<file path="src/rtl/inertial_delay_ctrl.sv">
// rtl/inertial_delay_ctrl.sv - clocked inertial-delay filter on ai & bi (optional INERTIAL_TRANSPORT_EN adds so_transport)
module inertial_delay_ctrl #(
  parameter int DLY_W       = 8,
  parameter int DEFAULT_DLY = 20,
  parameter int CNT_W       = 16
) (
  input  logic             clk,
  input  logic             rst,
  input  logic             ai,
  input  logic             bi,
  input  logic             cfg_valid,
  input  logic [DLY_W-1:0] cfg_dly,
  output logic             cfg_ready,
  output logic             so_normal,
  output logic             so_inertial,
  output logic             busy,
  output logic [CNT_W-1:0] drop_cnt
`ifdef INERTIAL_TRANSPORT_EN
  ,
  output logic             so_transport
`endif
);

  typedef enum logic {IDLE, COUNT} state_t;

  state_t           state_q, state_d;
  logic [DLY_W-1:0] cnt_q, cnt_d;
  logic [DLY_W-1:0] dly_q, dly_d;
  logic [CNT_W-1:0] drop_q, drop_d;
  logic             so_normal_q;
  logic             so_inertial_q, so_inertial_d;

  assign so_normal   = so_normal_q;
  assign so_inertial = so_inertial_q;
  assign drop_cnt    = drop_q;
  assign busy        = (state_q == COUNT);
  // Delay may only change while nothing is pending, so a qualification never sees a new value.
  assign cfg_ready   = (state_q == IDLE) && (so_normal_q == so_inertial_q);

  // State registers and the undelayed datapath copy.
  always_ff @(posedge clk or posedge rst) begin
    if (rst) begin
      state_q       <= IDLE;
      cnt_q         <= '0;
      dly_q         <= DLY_W'(DEFAULT_DLY);
      drop_q        <= '0;
      so_normal_q   <= 1'b0;
      so_inertial_q <= 1'b0;
    end else begin
      state_q       <= state_d;
      cnt_q         <= cnt_d;
      dly_q         <= dly_d;
      drop_q        <= drop_d;
      so_normal_q   <= ai & bi;
      so_inertial_q <= so_inertial_d;
    end
  end

  // Qualify each so_normal level change for dly_q+1 stable cycles; shorter pulses are counted as dropped.
  always_comb begin
    state_d       = state_q;
    cnt_d         = cnt_q;
    dly_d         = dly_q;
    drop_d        = drop_q;
    so_inertial_d = so_inertial_q;
    case (state_q)
      IDLE: begin
        if (so_normal_q != so_inertial_q) begin
          if (dly_q == '0) begin
            so_inertial_d = so_normal_q;
          end else begin
            state_d = COUNT;
            cnt_d   = DLY_W'(1);
          end
        end
      end
      COUNT: begin
        if (so_normal_q == so_inertial_q) begin
          state_d = IDLE;
          cnt_d   = '0;
          if (drop_q != {CNT_W{1'b1}}) drop_d = drop_q + 1'b1;
        end else if (cnt_q == dly_q) begin
          so_inertial_d = so_normal_q;
          state_d       = IDLE;
          cnt_d         = '0;
        end else begin
          cnt_d = cnt_q + 1'b1;
        end
      end
      default: begin
        state_d = IDLE;
        cnt_d   = '0;
      end
    endcase
    if (cfg_valid && cfg_ready) dly_d = cfg_dly;
  end

`ifdef INERTIAL_TRANSPORT_EN
  localparam int TRANS_DEPTH = DEFAULT_DLY + 1;
  logic [TRANS_DEPTH-1:0] trans_q;

  assign so_transport = trans_q[TRANS_DEPTH-1];

  // Fixed-length transport delay line: every pulse survives, however short.
  always_ff @(posedge clk or posedge rst) begin
    if (rst) trans_q <= '0;
    else     trans_q <= TRANS_DEPTH'({trans_q, so_normal_q});
  end
`endif

endmodule
</file>
<file path="config.mk">
export PLATFORM = sky130hd
export DESIGN_NAME = inertial_delay_ctrl
export DESIGN_NICKNAME = d
export VERILOG_FILES = /design/src/rtl/inertial_delay_ctrl.sv
export SDC_FILE = /design/constraint.sdc
export NUM_CORES = 1
export LEC_CHECK = 0
export CELL_PAD_IN_SITES_DETAIL_PLACEMENT = 1
export CELL_PAD_IN_SITES_GLOBAL_PLACEMENT = 2
export CORE_MARGIN = 2
export CORE_UTILIZATION = 33
export DETAILED_ROUTE_END_ITERATION = 8
export PLACE_DENSITY = 0.85
export SYNTH_ARGS = -nofsm -noshare
export SYNTH_HDL_FRONTEND = slang
export SYNTH_SLANG_ARGS = --single-unit
export TNS_END_PERCENT = 10
</file>
<file path="constraint.sdc">
create_clock -name clk -period 1.9 [get_ports clk]
set_input_delay 0.57 -clock clk [delete_from_list [all_inputs] [get_ports clk]]
set_output_delay 0.57 -clock clk [all_outputs]
set_load 0.1 [all_outputs]
</file>
==> flow_summary.ini <==
[critical_path]
critPathCaptureType = output pin
critPathSlowestCell = dfrtp_4
path_cells = xor2_4 -> buf_6 -> nor2_4 -> buf_12
max_stage_delay_ns = 0.51
cp-start-kind = flop
criticalPathCategory = flop to output pin
cp.arrival_ns = 1.43
cp.required_ns = 1.33
worstPathMaxFanout = 2

[sta]
setup_slack_ns = -0.102
rsz0062_at_grt = true
hold_violations = 0
period_share = 1.05
fmax_mhz = 499
tns_ns = -0.102
worstMarginPinSlew_ns = 0.388
timing.final.crit_period_ns = 2.00
finalSetupViolCount = 1
finalClockSkew_ns = 0.00577
relSlewSlack = 0.740
fin_hold_ws_ns = 0.536
slew_viol_final = 0

[die]
die_w_um = 77.2
die_h_um = 77.2
rows = 26
io_pins = 33
initial_core_util = 0.344
core_area_mm2 = 0.00514
die_area_mm2 = 0.00596

[cts]
clk_latency_ns = 0.29
hold_buffers = 0
clk_path_buf_depth = 2
numCtsBuffers = 5
root_buffer = clkbuf_8
cts.clk_slew.worst_paths_ns = 0.07
cts_tree = done
cts.sinks = 35
htreeDepth = 2

[yosys]
syn-mean-instance-area_um2 = 11.0
seq_area_frac_synth = 0.497
postSynthCellCount = 161
synth.net_count = 176
synth_ff_type = dfrtp_1
ys_warn_count = 0
async_flop_share = 1.00
ys_types = 35
syn_area_mm2 = 0.00177
synth_edf_count = 0
ys_seq_elements = 35

[run]
drv_cap = 0

[grt]
grt_first_pass_wirelength_um = 8620
grt_max_degree = 36
grt_use_total = 0.185
globalRouteOverflowTotal = 0
grt_pass1_vias = 1644
grt_antenna_before_repair = 0

[route]
drtPass1Iterations = 4
drt-total-wl_um = 4830
route.detailed.drc = 0
wire_per_inst_um = 17.0
routed_via_density = 4.96
num_vias = 1415
drt_iter0_drc = 60
antenna_left = 0

[placed_design]
io_buffer_count = 32
place_area_mm2 = 0.00254
place_inst = 273
globalplace.congestion = 0.775
pre_cts_slack_ns = -0.0332
place_hpwl_um = 3510

[cells_and_area]
drive_gt1_frac = 0.367
antenna_cells = 0
final_cell_area_mm2 = 0.00268
fill_cells = 583
finalNetCount = 229
area_growth_pct = 51.8
multi_input_area_um2 = 917
seq_area_um2 = 910
final_cells = 285

[run_status]
status = finished with violations
violations = negative setup slack

[pwr]
cellLeakagePower_uw = 0.00110
power.density_mw_per_mm2 = 1400
irDropWorstVdd_uv = 1280

[hold_path]
hold_class = flop to flop
## registers in the layout, indices dropped and copies added, names as in the netlist
name and flops:
dly_q 8, so_normal 1, drop_cnt 16, busy 1, so_inertial 1, cnt_q 8
## worst max-delay path, delay by kind of cell (launching register included)
family	cells	cell delay (ns)
and+or+nand+nor	1	0.13
buffers and inverters	2	0.31
DFF	1	0.51
xor gates and xnor gates	1	0.19
## synth_stat cells (4+ instances only)
master    n  area (µm²)
dfrtp_1  33         826
mux2_1   13         146
nand3_1  13        65.1
nand2_1  12        45.0
xor2_1   12         105
xnor2_1  10        87.6
a21oi_1   7        35.0
nor2_1    7        26.3
inv_1     6        22.5
and3_1    5        31.3
o21ai_1   5        25.0
nand4_1   4        25.0
nor4_2    4        50.1
## metrics by stage
stage                     total power, µW   util
after global placement               3020  0.493
final                                3750  0.522
after floorplan                      2380      -
after detailed placement             3140  0.493
after CTS                            3720  0.516
after global routing                 3970  0.522
## cell usage in the layout, fill, tap and decap left out, types with 2 or more instances in the layout
cell              n
a211oi_1          2
a21oi_1           6
and2_1            3
and3_1            5
buf_12           21
buf_4            14
clkbuf_8          5
clkdlybuf4s50_1  12
clkinv_2          3
dfrtp_1          16
dfrtp_2          13
dfrtp_4           4
dfstp_2           2
inv_1             6
mux2_1           13
nand2_1          12
nand3_1          13
nand4_1           4
nor2_1            5
nor3_1            2
nor4_2            4
o21ai_0           2
o21ai_1           5
or3_1             2
xnor2_1           9
xor2_1           11
## cell families (layout without fill, tap and decap cells)
family / Yosys count / in the layout / share of synthesized area
compound gates: 21 / 21 / 0.0744
buf+inv: 9 / 63 / 0.0212
mux: 14 / 14 / 0.0885
xor+xnor: 23 / 23 / 0.118
flops: 35 / 35 / 0.497
simple gates: 57 / 57 / 0.186
fa+ha+maj: 2 / 2 / 0.0142
## per-layer routing
metal,share of wire,vias to the layer above,track usage
met5,0,-,0
met4,0.017,0,0.0643
met3,0.034,7,0.0447
met2,0.52,31,0.315
met1,0.43,704,0.228
li1,-,673,-
## final cells by class
type | instances | area share
multi-input combinational | 117 | 0.342
sequential | 35 | 0.339
timing repair buffer | 48 | 0.245
tap | 70 | 0.0327
clock buffer | 5 | 0.0257
inverter | 7 | 0.00980
clock inverter | 3 | 0.00560
## report_power, final
group          switching [µW]  total (µW)  leakage [µW]  internal, µW
combinational            1190        2000      0.000629           812
clock                     280         531     0.0000477           251
sequential                240        1220      0.000427           977
## timing repair
action | CTS | global route
pin swaps | 2 | 2
setup buffers | 3 | 1
endpoints found under the setup margin | 1 | 22
resized for setup | 2 | 4
## worst paths after layout
check / start / end / slack, ns / cells past startpoint
max: so_normal / cfg_ready / -0.10 / 4
min: dly_q[3] / dly_q[3] / 0.54 / 1
max in group asynchronous: rst / dly_q[4] / 1.02 / 3
min in group asynchronous: rst / dly_q[5] / 0.63 / 3
min reg2reg: dly_q[3] / dly_q[3] / 0.54 / 1
max reg2reg: so_normal / drop_cnt[12] / 0.03 / 4
Power figures use the tool's default switching activity.
==> variant: new RTL, same flow settings <==
Add a define of `INERTIAL_TRANSPORT_EN`.
--- a/src/rtl/inertial_delay_ctrl.sv
+++ b/src/rtl/inertial_delay_ctrl.sv
@@ -1,2 +1,4 @@
 // rtl/inertial_delay_ctrl.sv - clocked inertial-delay filter on ai & bi (optional INERTIAL_TRANSPORT_EN adds so_transport)
+`define INERTIAL_TRANSPORT_EN
+
 module inertial_delay_ctrl #(
Function (old outputs only; new: so_transport): kept (Yosys induction, for registers that start in step).
==> variant against the unedited design <==
The run now ends clean. Final area up 19%. Sequential power up 39%. Hold slack worse by 0.18 ns. Global-route usage fell by 4.6 points. Total power up 20%. Critical path depth down 1. Clock skew grew 0.0029 ns. Wire length down 3.5%. Non-clock buffer count fell by 1. Die area grew 29%. Sequential cell count increased by 21. Area after synthesis is 30% higher. Worst setup slack improved by 0.12 ns. Critical path type unchanged. Largest cell class is now sequential cells.
==> variant: results (changes against the unedited design) <==
Worst setup path
  • R2r endpoint: so_inertial (was drop_cnt[12])
  • Reg2reg setup slack: 0.15 ns (was 0.03 ns)
  • Peak fanout along the critical path: 4 (was 2)
  • Slowest-stage cell, CP: dfrtp_2 (was dfrtp_4)
  • Reg2Reg Launch Point: dly_q[3] (was so_normal)

Cells and area
  • Layout Nets: 246 (was 229)
  • Fillers: 714 (was 583)
  • Inverters: 4 (was 7)
  • Max reg flops: 21 (was 16)
  • Clock network area share: 0.0336 (was 0.0313)
  • Multi-input combinational area share: 0.280 (was 0.342)
  • Register Area: 0.00142 mm2 (was 910 um2)
  • Buffers excl. clock: 47 (was 48)
  • Finished Layout Cells: 312 (was 285)
  • Layout cells sized above 1: 0.353 (was 0.367)

GRT
  • Global-route usage over all layers: 0.139 (was 0.185)
  • First-pass GRT wire length: 8350 um (was 8620 um)
  • Met3 Track Usage GR: 0.0311 (was 0.0447)
  • GRT met2 Usage: 0.225 (was 0.315)
  • Largest net degree at the start of global routing: 57 (was 36)

Place
  • PortBufs: 33 (was 32)
  • Hpwl dp: 3380 um (was 3510 um)
  • Placer Congestion: 0.717 (was 0.775)
  • Placed Cells: 301 (was 273)

Yosys
  • Top cells by area, synth: dfrtp_1, mux2_2, xnor2_1 (was dfrtp_1, mux2_1, xor2_1)
  • Mapped Cells: 180 (was 161)
  • Seq/Total Area, Yosys: 0.609 (was 0.497)
  • Library cells used by synthesis: 41 (was 35)
  • Net Count, Synth: 195 (was 176)
  • Synth top cells by count: dfrtp_1, nand3_1, mux2_2 (was dfrtp_1, mux2_1, nand3_1)

Outcome
  • Status: finished clean (was finished with violations)

Clock network
  • Worst skew pair latency: 0.31 ns (was 0.29 ns)
  • Post-CTS sizing: 0 (was 2)
  • Worst-path clk slew: 0.10 ns (was 0.07 ns)

Drt
  • Final wirelength: 4670 um (was 4830 um)
  • Met2 Wirelength: 2330 um (was 2520 um)
  • WL met3: 127 um (was 166 um)
  • Drt pass-1 iters: 3 (was 4)

Timing
  • Clock Skew: 0.00867 ns (was 0.00577 ns)

Power
  • Comb pwr share: 0.451 (was 0.533)
  • Clk network pwr share: 0.171 (was 0.142)
  • NetSw: 1.80 mW (was 1.71 mW)
  • Leakage: 1.38 nW (was 1.10 nW)
  • VDD IR max: 1030 uV (was 1280 uV)

Worst hold path
  • Min-Delay Path Depth: 0 (was 1)
-- variant: cells by family (layout without fill, tap and decap cells) --
logic type      count (synthesis)  in the layout  synth area share
flops                          56             56             0.609
buf+inv                         7             59            0.0168
compound gates                 21             21            0.0728
fa+ha+maj                       2              2            0.0109
mux                            14             14            0.0674
xor+xnor                       21             21            0.0798
simple gates                   59             59             0.143
-- variant: through the flow --
stage / worst slack, ns / cell area [um2]
3_5_place_dp: 0.00714 / 3060
5_1_grt: -0.0410 / 3200
6_report: 0.0208 / 3200
4_1_cts: 0.00295 / 3190
3_3_place_gp: 0.0633 / 3060
2_1_floorplan: -0.344 / 2350
-- variant: how the worst min path moves through the flow --
stage / from / to / slack [ns]
after floorplan: trans_q[9] / trans_q[10] / 0.33
after global routing: trans_q[0] / trans_q[1] / 0.37
after global placement: trans_q[0] / trans_q[1] / 0.33
after CTS: trans_q[18] / trans_q[19] / 0.36
after detailed placement: trans_q[18] / trans_q[19] / 0.34
final: trans_q[18] / trans_q[19] / 0.35
